==> src/rtl/ft_cmd_pkg.sv <==
// Shared encodings for the FT245 command parser and TX scheduler.
// No logic of its own; state codes, command field positions, response header rule.
// Backpressure: n/a.
package ft_cmd_pkg;

    localparam logic [1:0] P_IDLE  = 2'd0;
    localparam logic [1:0] P_WDATA = 2'd1;
    localparam logic [1:0] P_RCAP  = 2'd2;

    localparam logic [2:0] T_IDLE    = 3'd0;
    localparam logic [2:0] T_RSP_HDR = 3'd1;
    localparam logic [2:0] T_RSP_DAT = 3'd2;
    localparam logic [2:0] T_PIX_LO  = 3'd3;
    localparam logic [2:0] T_PIX_HI  = 3'd4;

    localparam int CMD_WR_BIT   = 7;
    localparam int CMD_ADDR_MSB = 6;

    typedef logic [CMD_ADDR_MSB:0] reg_addr_t;

    // The host tells responses apart from the address echo by bit7 set.
    function automatic logic [7:0] rsp_hdr(input reg_addr_t addr);
        return {1'b1, addr};
    endfunction

endpackage

==> src/rtl/ft_tx_sched.sv <==
// TX FIFO arbiter: register-read responses (hdr+data) vs 16-bit pixels (lo, hi).
// Latency: pixel accepted in T_IDLE, bytes on the next two write cycles; 3 cycles/pixel unstalled.
// Backpressure: each write state holds while tx_wfull; responses only preempt at pixel boundaries.
module ft_tx_sched
    import ft_cmd_pkg::*;
(
    input  logic        clk,
    input  logic        rst,
    input  logic        run_i,
    input  logic        rsp_pending_i,
    input  logic [7:0]  rsp_hdr_i,
    input  logic [7:0]  rsp_data_i,
    input  logic        tx_wfull_i,
    input  logic        pix_valid_i,
    input  logic [15:0] pix_data_i,
    output logic        tx_winc_o,
    output logic [7:0]  tx_wdata_o,
    output logic        pix_ready_o,
    output logic        rsp_done_o
);

    logic [2:0]  state_q, state_d;
    logic [15:0] pix_q, pix_d;
    logic        wr_state;

    always_comb begin
        state_d     = state_q;
        pix_d       = pix_q;
        wr_state    = 1'b0;
        tx_wdata_o  = 8'h00;
        pix_ready_o = 1'b0;
        rsp_done_o  = 1'b0;
        case (state_q)
            T_IDLE: begin
                if (rsp_pending_i) begin
                    state_d = T_RSP_HDR;
                end else begin
                    pix_ready_o = run_i;
                    if (run_i && pix_valid_i) begin
                        pix_d   = pix_data_i;
                        state_d = T_PIX_LO;
                    end
                end
            end
            T_RSP_HDR: begin
                wr_state   = 1'b1;
                tx_wdata_o = rsp_hdr_i;
                if (!tx_wfull_i) state_d = T_RSP_DAT;
            end
            T_RSP_DAT: begin
                wr_state   = 1'b1;
                tx_wdata_o = rsp_data_i;
                if (!tx_wfull_i) begin
                    rsp_done_o = 1'b1;
                    state_d    = T_IDLE;
                end
            end
            T_PIX_LO: begin
                wr_state   = 1'b1;
                tx_wdata_o = pix_q[7:0];
                if (!tx_wfull_i) state_d = T_PIX_HI;
            end
            T_PIX_HI: begin
                wr_state   = 1'b1;
                tx_wdata_o = pix_q[15:8];
                if (!tx_wfull_i) state_d = T_IDLE;
            end
            default: state_d = T_IDLE;
        endcase
    end

    assign tx_winc_o = wr_state & ~tx_wfull_i;

    always_ff @(posedge clk or posedge rst) begin
        if (rst) begin
            state_q <= T_IDLE;
            pix_q   <= 16'h0000;
        end else begin
            state_q <= state_d;
            pix_q   <= pix_d;
        end
    end

endmodule

==> src/rtl/ft_cmd_sched.sv <==
// Host command parser (RX FIFO -> register bus) plus TX scheduler for responses and pixels.
// Latency: reg_we one cycle after data pop; read header three cycles after command pop.
// Backpressure: reads stall unpopped while a response is pending; write-data wait bounded by CMD_TIMEOUT.
module ft_cmd_sched
    import ft_cmd_pkg::*;
#(
    parameter int CMD_TIMEOUT = 1024
) (
    input  logic        clk,
    input  logic        rst,
    input  logic        rx_rempty,
    input  logic [7:0]  rx_rdata,
    output logic        rx_rinc,
    input  logic        tx_wfull,
    output logic [7:0]  tx_wdata,
    output logic        tx_winc,
    output logic [6:0]  reg_addr,
    output logic [7:0]  reg_wdata,
    output logic        reg_we,
    input  logic [7:0]  reg_rdata,
    input  logic        pix_valid,
    input  logic [15:0] pix_data,
    output logic        pix_ready,
    output logic        cmd_timeout
);

    localparam int TW = $clog2(CMD_TIMEOUT + 1);

    logic [1:0]   p_state_q, p_state_d;
    reg_addr_t    addr_q, addr_d;
    logic [7:0]   wdata_q, wdata_d;
    logic         we_q, we_d;
    logic         tmo_q, tmo_d;
    logic [TW-1:0] tmo_cnt_q, tmo_cnt_d;
    logic         rsp_pending_q, rsp_pending_d;
    logic [7:0]   rsp_data_q, rsp_data_d;
    reg_addr_t    rsp_addr_q, rsp_addr_d;
    logic         run_q;
    logic         rsp_set, rsp_done;

    always_comb begin
        p_state_d  = p_state_q;
        addr_d     = addr_q;
        wdata_d    = wdata_q;
        we_d       = 1'b0;
        tmo_d      = 1'b0;
        tmo_cnt_d  = tmo_cnt_q;
        rsp_data_d = rsp_data_q;
        rsp_addr_d = rsp_addr_q;
        rsp_set    = 1'b0;
        rx_rinc    = 1'b0;
        case (p_state_q)
            P_IDLE: begin
                if (run_q && !rx_rempty) begin
                    if (rx_rdata[CMD_WR_BIT]) begin
                        rx_rinc   = 1'b1;
                        addr_d    = rx_rdata[CMD_ADDR_MSB:0];
                        tmo_cnt_d = '0;
                        p_state_d = P_WDATA;
                    end else if (!rsp_pending_q) begin
                        rx_rinc   = 1'b1;
                        addr_d    = rx_rdata[CMD_ADDR_MSB:0];
                        p_state_d = P_RCAP;
                    end
                end
            end
            P_WDATA: begin
                if (!rx_rempty) begin
                    rx_rinc   = 1'b1;
                    wdata_d   = rx_rdata;
                    we_d      = 1'b1;
                    p_state_d = P_IDLE;
                end else begin
                    if (tmo_cnt_q != TW'(CMD_TIMEOUT)) tmo_cnt_d = tmo_cnt_q + TW'(1);
                    // This empty cycle is the CMD_TIMEOUT-th in a row.
                    if (tmo_cnt_q == TW'(CMD_TIMEOUT - 1)) begin
                        tmo_d     = 1'b1;
                        p_state_d = P_IDLE;
                    end
                end
            end
            P_RCAP: begin
                rsp_data_d = reg_rdata;
                rsp_addr_d = addr_q;
                rsp_set    = 1'b1;
                p_state_d  = P_IDLE;
            end
            default: p_state_d = P_IDLE;
        endcase
        rsp_pending_d = (rsp_pending_q & ~rsp_done) | rsp_set;
    end

    always_ff @(posedge clk or posedge rst) begin
        if (rst) begin
            p_state_q     <= P_IDLE;
            addr_q        <= '0;
            wdata_q       <= 8'h00;
            we_q          <= 1'b0;
            tmo_q         <= 1'b0;
            tmo_cnt_q     <= '0;
            rsp_pending_q <= 1'b0;
            rsp_data_q    <= 8'h00;
            rsp_addr_q    <= '0;
            run_q         <= 1'b0;
        end else begin
            p_state_q     <= p_state_d;
            addr_q        <= addr_d;
            wdata_q       <= wdata_d;
            we_q          <= we_d;
            tmo_q         <= tmo_d;
            tmo_cnt_q     <= tmo_cnt_d;
            rsp_pending_q <= rsp_pending_d;
            rsp_data_q    <= rsp_data_d;
            rsp_addr_q    <= rsp_addr_d;
            run_q         <= 1'b1;
        end
    end

    assign reg_addr    = addr_q;
    assign reg_wdata   = wdata_q;
    assign reg_we      = we_q;
    assign cmd_timeout = tmo_q;

    // Header uses the address captured with the response; reg_addr may move on with later writes.
    ft_tx_sched u_tx (
        .clk           (clk),
        .rst           (rst),
        .run_i         (run_q),
        .rsp_pending_i (rsp_pending_q),
        .rsp_hdr_i     (rsp_hdr(rsp_addr_q)),
        .rsp_data_i    (rsp_data_q),
        .tx_wfull_i    (tx_wfull),
        .pix_valid_i   (pix_valid),
        .pix_data_i    (pix_data),
        .tx_winc_o     (tx_winc),
        .tx_wdata_o    (tx_wdata),
        .pix_ready_o   (pix_ready),
        .rsp_done_o    (rsp_done)
    );

endmodule

==> config.mk <==
export PLATFORM = sky130hd
export DESIGN_NAME = ft_cmd_sched
export DESIGN_NICKNAME = d
export VERILOG_FILES = /design/src/rtl/ft_cmd_pkg.sv /design/src/rtl/ft_tx_sched.sv /design/src/rtl/ft_cmd_sched.sv
export SDC_FILE = /design/constraint.sdc
export NUM_CORES = 1
export LEC_CHECK = 0
export ABC_AREA = 1
export CORE_MARGIN = 1.5
export CORE_UTILIZATION = 25
export CTS_BUF_LIST = sky130_fd_sc_hd__clkbuf_16
export DETAILED_ROUTE_END_ITERATION = 10
export GPL_TIMING_DRIVEN = 0
export HOLD_SLACK_MARGIN = 0.12
export PLACE_DENSITY = 0.53
export SLEW_MARGIN = 20
export SYNTH_ARGS = -nofsm -noshare
export SYNTH_HDL_FRONTEND = slang
export SYNTH_HIERARCHICAL = 1
export SYNTH_SLANG_ARGS = --single-unit
==> constraint.sdc <==
create_clock -name clk -period 1.83 [get_ports clk]
set_input_delay 0.366 -clock clk [delete_from_list [all_inputs] [get_ports clk]]
set_output_delay 0.366 -clock clk [all_outputs]
set_load 0.01 [all_outputs]
# Yosys cells after proc, flatten, opt, wreduce, memory -nomap -nowiden
# Cells that the tools add are included.
# W data, S select, Z words.
# totals
reg_bits,66
in_bits,37
out_inout_bits,28
word_cells,88
# classes
add_sub_neg,1
n_eq_ne,19
muxes,35
bitwise,7
n_reduce_logical,14
# op_table
cell,n
$mux W11,4
$pmux W8 S4,1
$pmux W11 S2,1
$ne A2 B2 Y1 const B,8
$mux W3,5
$mux W1,14
$mux W7,2
$pmux W3 S4,1
$add A11 B1 Y11 const B,1
$eq A11 B10 Y1 const B,1
$ne A11 B11 Y1 const B,1
$mux W2,5
$reduce_and A3 Y1,3
$eq A3 B2 Y1 const B,2
$ne A3 B3 Y1 const B,2
$reduce_and A5 Y1,1
$not A1 Y1,4
$pmux W2 S2,1
$reduce_and A4 Y1,1
$reduce_or A4 Y1,1
$eq A3 B1 Y1 const B,1
$eq A3 B3 Y1 const B,1
$logic_not A3 Y1,1
$ne A3 B2 Y1 const B,1
11 further kinds,13

# Longest topological paths before layout
# Gate-level depths: netlist of run 1.
# depth
ltp_word,5
ltp_mapped,9
mapped_depth_nobuf,9

# Modules after synthesis
# The synthesis of run 1 kept the hierarchy.
# by_module_without_submodules
module,instances,cells_per_inst,area_per_inst_um2,seq_area_each_um2
ft_cmd_sched,1,226,2217.1,1176.1
ft_tx_sched,1,151,1107.3,475.5

# Least setup slack after synthesis of run 1
# OpenSTA, ideal clock, no wires.
# synth_timing
path_type,register -> output
from,register p_state_q[1]
to,output port rx_rinc
t_arrival_ps,1087
required_time_ps,1464
path_slack_ps,377
path_stages_with_launch,7
path_buffers,1
cell_sequence,dfrtp_1 > nor2_4 > inv_4 > nor2_4 > inv_2 > buf_6 > nand2_1
# synth_via
elab_chain_cells,2
elab_cells_between_ends,3
cone_classes,eq/ne: 1; mux: 1; reduce/logical: 1
# synth_lines
item,line,text
from (decl),ft_cmd_sched.sv:29,"logic [1:0] p_state_q, p_state_d;"
from (signal assigned),ft_cmd_sched.sv:106,p_state_q <= p_state_d;
$eq A2 B1 Y1 / $logic_not A2 Y1 (equally long branches),ft_cmd_sched.sv:52,case (p_state_q)
$pmux W1 S2 (*),ft_cmd_sched.sv:52,
to (decl),ft_cmd_sched.sv:13,"output logic rx_rinc,"
# Every way passes the cells marked *; elsewhere a longest branch is shown, timed or not.

# Worst setup path in the final report of run 1
# layout_timing
from,register u_tx.state_q[0]
to,output port tx_wdata[1]
# layout_via
elab_chain_cells,2
elab_cells_between_ends,5
cone_classes,eq/ne: 4; mux: 1
# layout_lines
item,line,text
from (decl),ft_tx_sched.sv:22,"logic [2:0] state_q, state_d;"
from (signal assigned),ft_tx_sched.sv:79,state_q <= state_d;
"$eq A3 B3 Y1, or another cell as far along",ft_tx_sched.sv:33,case (state_q)
$pmux W8 S4 (*),ft_tx_sched.sv:33,
to (decl),ft_cmd_sched.sv:15,"output logic [7:0] tx_wdata,"
# Marks and branches as above.

==> results.md, run 1 <==
* Max-capacitance violation count at 0
* Peak supply drop at 0.651 mV
* Clock tree from TritonCTS: done
* Synth top area cells: sky130_fd_sc_hd__dfrtp_1 50%, sky130_fd_sc_hd__nand2_1 9.8%, sky130_fd_sc_hd__nand4_1 5.8%
* Violations in the final reports: negative setup slack
* RSZ-0062 raised after global routing: true
* Shortest period the worst path allows at 1.83 ns
* Final standard cell area without fillers at 4700 um2
* Pins Over Slew Limit at 0
* Worst-margin pin slew at 0.801 ns
* Wire length of the first global-routing pass at 14300 um
* Total number of yosys warnings at 6
* Vias at 2894
* Proportion of synthesized area in mux cells at 5.08%
* Average wire per standard cell at 13.4 um
* Xor/xnor share of the synthesized area at less than 1%
* Number of inserted filler cells in the final layout at 1295
* Most instantiated library cell after synthesis: sky130_fd_sc_hd__nand2_1
* Min-Delay Path Class: in -> async
* Ratio of cells with drive above 1 in the final layout at 27.0%
* Area of the die at 14000 um2
* Clk_lat worst skew at roughly 0.33 ns
* CP Launch Type: flip-flop
* Number of flip-flops and latches in the synthesized netlist at 66
* Mean instance size in the synthesized netlist at 8.82 um2
* Main flop type after synthesis: sky130_fd_sc_hd__dfrtp_1
* Ports at 65
* Initial antenna violation count at 0
* Total DRC errors in the routed layout at 0
* Sort of element at the end of the critical path: primary output
* Asr flop ratio synth at 100%
* Leakage dissipation at between 0.002 and 0.0025 uW
* Clock edge transition at the registers on the reported setup and hold paths at 0.05 ns
* Required time worst endpoint at between 1 and 1.5 ns
* Most common library cells after synthesis: 87 x sky130_fd_sc_hd__nand2_1, 66 x sky130_fd_sc_hd__dfrtp_1, 48 x sky130_fd_sc_hd__inv_1
* Share of Yosys cell area claimed by the top area cell type at 49.7%
* Clock Tree Root: sky130_fd_sc_hd__clkbuf_16
* Global-route congestion overflow total at 0
* Largest area contributor in the netlist: sky130_fd_sc_hd__dfrtp_1
* Sum of internal, switching and leakage power at 6530 uW
* Worst-case register-to-register setup slack at ~0.33 ns
* Inserted Clock Buffers at 9
* Post-route clock skew at 0.00766 ns
* Violation count after the first detailed-route iteration at about 110
* Mapped Area at around 3300 um2
* Final RePlAce weighted congestion at 0.880
* Largest fanout on the critical path at 6
* Total detailed-routing wirelength at 8730 um
* Total setup violations reported at the end of the flow at 1
* Power density cells at around 1400 nW/um2
* Post-route ant nets at 0
* Row Count at between 40 and 50
* Buffer levels on the longest clock path at 2
* Adder-cell share of the synthesized area at 0.753%
* Outcome: complete, but fails checks
* Pin count of the biggest net entering global routing at 26
* Dominant combinational cell family by area after synthesis: simple AND/OR/NAND/NOR gates
* Number of nets in the final layout at 513
* Crit Path Class: reg -> out
* Post-detail-place hpwl at about 6300 um
* Core Footprint at 12800 um2
* Area share of and/or/nand/nor cells after synthesis at 25.2%
* Layout Utilization at 36.8%
* Final period util at 100%
* Critical path data arrival time at roughly 1.5 ns
* Number of flops mapped to enable cells by yosys at 0
* Worst slew slack as a fraction of its limit at a little under half
* Die boundary height at 118 um
* Clock tree sinks at 66
* Sequential fraction of the synthesis area at around half
* Cts hold-fix bufs at 0
* Horizontal die dimension at between 100 and 150 um
* Diode insertion count for antenna repair at 0
* Area delta synth->final at 41.3%
* Number of vias per cell at 4.46
* Distinct cells, synth at 32
* Number of global-route vias before repair at 2870
* Setup WS post-layout at -0.00497 ns
* Final-report hold violation count at 0
* H-tree Lvls at 3
* Number of placed instances, taps included at 615
* Placed standard-cell area at between 4000 and 5000 um2
* Effective utilization at floorplan at 26.0%
* Syn Inst Count at 377
* PortBufs at 64
* Fmax at roughly 540 MHz
* Non-filler instance count after layout at 649
* Complex-gate fraction of the synthesized area at 9.37%
* GRT Resource Usage Total at between 10% and 20%
* Number of detailed-routing iterations run before antenna repair at 6
-- per-stage QoR --
step	setup slack (ns)	hold slack (ns)	setup TNS, ns
after CTS	0.0136	0.448	0
after global placement	-0.772	0.472	-38.82
after detailed placement	-0.751	0.469	-3.42
after global routing	-0.0505	0.482	-0.386
after floorplan	0.348	0.317	0
final	-0.00497	0.439	-0.00497
-- worst max-delay path, cell delays in order (launching register included) --
cell,delay [ns]
sky130_fd_sc_hd__dfrtp_2,0.47
sky130_fd_sc_hd__nor3_4,0.21
sky130_fd_sc_hd__buf_6,0.15
sky130_fd_sc_hd__nand2_1,0.05
sky130_fd_sc_hd__nand4_1,0.10
sky130_fd_sc_hd__buf_2,0.15
-- cell type report --
type	instances	area [um2]	share of cell area [%]
Buffer	13	119	2.53
Sequential cell	66	1660	35.3
Clock buffer	9	225	4.79
Timing Repair Buffer	86	766	16.3
Multi-Input combinational cell	243	1430	30.4
Tap cell	172	215	4.58
Timing Repair inverter	1	5.00	0.107
Inverter	54	213	4.53
Clock inverter	5	72.6	1.54
-- layout by cell type, fill, tap and decap left out, types with 9 or more instances in the layout --
master	n
sky130_fd_sc_hd__buf_2	12
sky130_fd_sc_hd__clkbuf_16	9
sky130_fd_sc_hd__nand2_1	84
sky130_fd_sc_hd__inv_1	45
sky130_fd_sc_hd__o21ai_1	28
sky130_fd_sc_hd__nand4_1	31
sky130_fd_sc_hd__clkdlybuf4s50_1	52
sky130_fd_sc_hd__o21ai_2	14
sky130_fd_sc_hd__buf_4	23
sky130_fd_sc_hd__nor2_1	12
sky130_fd_sc_hd__dfrtp_1	62
sky130_fd_sc_hd__nand3_1	17
sky130_fd_sc_hd__nand2_2	12
sky130_fd_sc_hd__mux2_2	15
-- worst paths after layout --
kind	start	end	depth (start not counted)
min in group clk	reg_wdata[2]$_DFFE_PP0P_	reg_wdata[2]$_DFFE_PP0P_	2
min	rst	rsp_data_q[0]$_DFFE_PP0P_	2
max in group asynchronous	rst	u_tx/state_q[0]$_DFFE_PP0P_	2
max reg2reg	tmo_cnt_q[0]$_DFFE_PP0P_	tmo_cnt_q[2]$_DFFE_PP0P_	9
min reg2reg	reg_wdata[2]$_DFFE_PP0P_	reg_wdata[2]$_DFFE_PP0P_	2
max	u_tx/state_q[0]$_DFFE_PP0P_	tx_wdata[1]	5
-- sequential cells by signal (all words and copies together) (netlist names) --
name,count
tmo_cnt_q,11
rsp_pending_q,1
reg_we,1
u_tx/state_q,3
p_state_q,2
reg_wdata,8
run_q,1
u_tx/pix_q,16
rsp_addr_q,7
rsp_data_q,8
reg_addr,7
cmd_timeout,1
-- power by group --
part	leakage, uW	switching (uW)	internal [uW]
clock	0.000150	602	1160
sequential	0.000833	393	1990
combinational	0.00119	1210	1160
total	0.00218	2210	4320
-- layer usage --
layer	up-vias	wire length (um)	track usage [%]
li1	1432	-	-
met1	1383	4200	17.0
met2	60	3990	19.9
met3	19	320	2.90
met4	0	225	6.17
met5	-	0	0
-- timing repair --
action                     4_1_cts  5_1_grt
setup endpoints to repair       11       11
gates cloned                     0        1
resized for setup               81        4
pin swaps                        7        4
buffers inserted                 8       13
-- cells by family (layout without fill, tap and decap cells) --
logic type                 after synthesis  count (layout)
buffers and inverters                   69             168
AOI/OAI and AO/OA                       50              50
adders and majority gates                2               2
and+or+nand+nor                        171             171
DFF                                     66              66
other                                    1               2
muxes                                   15              15
xor gates and xnor gates                 3               3
Note: power is estimated with default switching activity, not from simulation.
==> run 2: changes to the inputs <==
--- a/config.mk
+++ b/config.mk
@@ -13,7 +13,6 @@
 export GPL_TIMING_DRIVEN = 0
 export HOLD_SLACK_MARGIN = 0.12
 export PLACE_DENSITY = 0.53
-export SLEW_MARGIN = 20
 export SYNTH_ARGS = -nofsm -noshare
 export SYNTH_HDL_FRONTEND = slang
 export SYNTH_HIERARCHICAL = 1
==> constraint.sdc (replaced) <==
create_clock -name clk -period 1.75 [get_ports clk]
set_input_delay 0.35 -clock clk [delete_from_list [all_inputs] [get_ports clk]]
set_output_delay 0.35 -clock clk [all_outputs]
set_load 0.01 [all_outputs]
==> run 2 against run 1 <==
  * The flow still finishes with violations (negative setup slack)
  * Global-route usage is 0.39 points higher
  * Register-to-register slack worse by 0.08 ns
  * Clock skew is 0.0025 ns lower
  * First-iteration DRC count is 12% higher
  * Worst hold slack worse by 0.15 ns
  * Wire length is 0.86% higher
  * Die area did not move
  * Largest cell class unchanged
==> results.md, run 2 (synthesis gave the netlist of run 1 again) <==
* Outcome: complete, but fails checks (unchanged)
* Violations in the final reports: negative setup slack (unchanged)
* Post-detail-place hpwl at 6330 um (was 6320 um)
* RSZ-0062 raised after global routing: true (unchanged)
* Worst-case register-to-register setup slack at 0.25 ns (was 0.33 ns)
* Largest fanout on the critical path at 8 (was 6)
* Top Registers: u_tx/pix_q: 16 flops, tmo_cnt_q: 11 flops (unchanged)
* Highest Signal Layer: met4 (unchanged)
* Ratio of cells with drive above 1 in the final layout at 26.9% (was 27.0%)
* FF-to-FF Start: tmo_cnt_q[0]$_DFFE_PP0P_ (unchanged)
* Post-route met1 wirelength at 4150 um (was 4200 um)
* Shortest period the worst path allows at between 1.5 and 2 ns
* Buffer levels on the longest clock path at 2 (unchanged)
* Final RePlAce weighted congestion at 0.880 (unchanged)
* Horizontal die dimension at 118 um (unchanged)
* Pins Over Slew Limit at 0 (unchanged)
* Total DRC errors in the routed layout at 0 (unchanged)
* Slowest cell on crit path: sky130_fd_sc_hd__dfrtp_2 (unchanged)
* Violation count after the first detailed-route iteration at 125 (was 112)
* Largest Register: u_tx/pix_q (unchanged)
* Ports at 65 (unchanged)
* Post-route ant nets at 0 (unchanged)
* Cell-by-cell listing of the critical path: nor3_4 > buf_12 > nand2_2 > nand4_1 > buf_2 (was nor3_4 > buf_6 > nand2_1 > nand4_1 > buf_2)
* Row Count at 41 (unchanged)
* Sort of element at the end of the critical path: primary output (unchanged)
* Number of vias per cell at 4.50 (was 4.46)
* Core Footprint at 12800 um2 (unchanged)
* Max reg flops at 16 (unchanged)
* Worst slew slack as a fraction of its limit at 47.3% (was 46.5%)
* Worst Setup Slack post-DPL at -0.810 ns (was -0.751 ns)
* Final-report hold violation count at 0 (unchanged)
* R2R cell count at 9 (unchanged)
* Top delay family on crit path: flip-flops (unchanged)
* Required time worst endpoint at 1.40 ns (was 1.46 ns)
* Peak supply drop at 0.639 mV (was 0.651 mV)
* Final period util at 105%
* Clock tree from TritonCTS: done (unchanged)
* Clock tree sinks at 66 (unchanged)
* Clock edge transition at the registers on the reported setup and hold paths at 0.06 ns (was 0.05 ns)
* PortBufs at 64 (unchanged)
* Post-route clock skew at 0.00517 ns (was 0.00766 ns)
* Effective utilization at floorplan at 26.0% (unchanged)
* Layout Utilization at 36.4% (was 36.8%)
* Initial antenna violation count at 0 (unchanged)
* Power density cells at 1470 nW/um2 (was 1390 nW/um2)
* Wire length of the first global-routing pass at 14600 um (was 14300 um)
* Number of detailed-routing iterations run before antenna repair at 4 (was 6)
* Total setup violations reported at the end of the flow at 9 (was 1)
* Commonest cells after routing, fill and taps aside: 79 x sky130_fd_sc_hd__nand2_1, 62 x sky130_fd_sc_hd__dfrtp_1, 52 x sky130_fd_sc_hd__clkdlybuf4s50_1 (was 84 x sky130_fd_sc_hd__nand2_1, 62 x sky130_fd_sc_hd__dfrtp_1, 52 x sky130_fd_sc_hd__clkdlybuf4s50_1)
* Critical path data arrival time at 1.49 ns (was 1.47 ns)
* CP Launch Type: flip-flop (unchanged)
* Amount of wire on met3 after detailed routing at 457 um (was 320 um)
* Fmax at 543 MHz
* Area delta synth->final at 39.7% (was 41.3%)
* Pin count of the biggest net entering global routing at 41 (was 26)
* Number of nets in the final layout at 503 (was 513)
* Leakage dissipation at 0.00214 uW (was 0.00218 uW)
* Total detailed-routing wirelength at 8800 um (was 8730 um)
* Clk_lat worst skew at 0.33 ns (about the same)
* Number of global-route vias before repair at 2872 (was 2870)
* Area of the die at 14000 um2 (unchanged)
* Commonest non-fill, non-tap cell in the layout: sky130_fd_sc_hd__nand2_1 (unchanged)
* Buffers plus inverters on the worst setup path at 2 (unchanged)
* Sum of internal, switching and leakage power at 6810 uW (was 6530 uW)
* CP peak stage delay at 0.48 ns (was 0.47 ns)
* Cts hold-fix bufs at 0 (unchanged)
* Worst-margin pin slew at 0.790 ns (was 0.801 ns)
* Inserted Clock Buffers at 9 (unchanged)
* Clock Tree Root: sky130_fd_sc_hd__clkbuf_16 (unchanged)
* FF-to-FF End: tmo_cnt_q[0]$_DFFE_PP0P_ (was tmo_cnt_q[2]$_DFFE_PP0P_)
* Min-Delay Path Class: in -> async (unchanged)
* Vias at 2882 (was 2894)
* H-tree Lvls at 3 (unchanged)
* GRT Resource Usage Total at 13.3% (was 12.9%)
* Average wire per standard cell at 13.7 um (was 13.4 um)
* Die boundary height at 118 um (unchanged)
* Crit Path Class: reg -> out (unchanged)
* Max-capacitance violation count at 0 (unchanged)
* Setup WS post-layout at -0.0918 ns (was -0.00497 ns)
* Diode insertion count for antenna repair at 0 (unchanged)
* Detailed route wirelength on metal2 at 4000 um (was 3990 um)
* Global-route congestion overflow total at 0 (unchanged)
==> run 2: cell count changes in the layout (fill, tap and decap cells not counted), sizes merged <==
cell / change
buf: -9
clkinvlp: +2
inv: +2
clkinv: -2
bufinv: -1
==> run 2: timing repair <==
item / in CTS / in global routing
buffers inserted: 9 / 2
cloned: 1 / 0
setup endpoints to repair: 11 / 11
pin swaps: 8 / 4
resized for setup: 81 / 9
==> run 2: power breakdown <==
group          internal [uW]  total, uW  switching (uW)
logic                   1240       2550            1300
registers               2080       2510             430
clock network           1090       1750             661
total                   4410       6810            2400
==> run 2: cell type report <==
class	instances	area, um2
fill	1308	8130
clock inverter	7	62.6
clock buffer	9	225
tap	172	215
buffer	13	118
timing repair buffer	77	711
multi-input combinational	243	1440
inverter	54	213
sequential	66	1660
==> run 2: stage by stage <==
| stage | area (um2) | instances | TNS [ns] | hold slack, ns |
|---|---|---|---|---|
| final | 4640 | 641 | -0.570 | 0.285 |
| after floorplan | 3330 | 378 | 0 | 0.301 |
| after CTS | 4600 | 639 | -0.576 | 0.281 |
| after detailed placement | 4200 | 615 | -5.17 | 0.471 |
| after global routing | 4640 | 641 | -1.15 | 0.307 |
| after global placement | 4180 | 614 | -43.46 | 0.472 |
==> run 2: how the worst max path moves through the flow <==
stage | from | end | slack (ns) | cells after the start
global placement | rst | tmo_cnt_q[7]$_DFFE_PP0P_ | -0.82 | 2
global route | u_tx/state_q[0]$_DFFE_PP0P_ | tx_wdata[2] | -0.13 | 5
detailed placement | rx_rempty | rx_rinc | -0.81 | 8
floorplan | rst | cmd_timeout$_DFF_PP0_ | 0.28 | 1
CTS | u_tx/state_q[1]$_DFFE_PP0P_ | tx_wdata[2] | -0.07 | 6
finish | u_tx/state_q[0]$_DFFE_PP0P_ | tx_wdata[1] | -0.09 | 5
==> run 2: per-layer routing <==
metal  vias to the layer above  GRT usage [%]
met5                         -              0
met4                         0           7.16
met3                        16           2.85
met2                        82           19.7
met1                      1369           17.9
li1                       1415              -
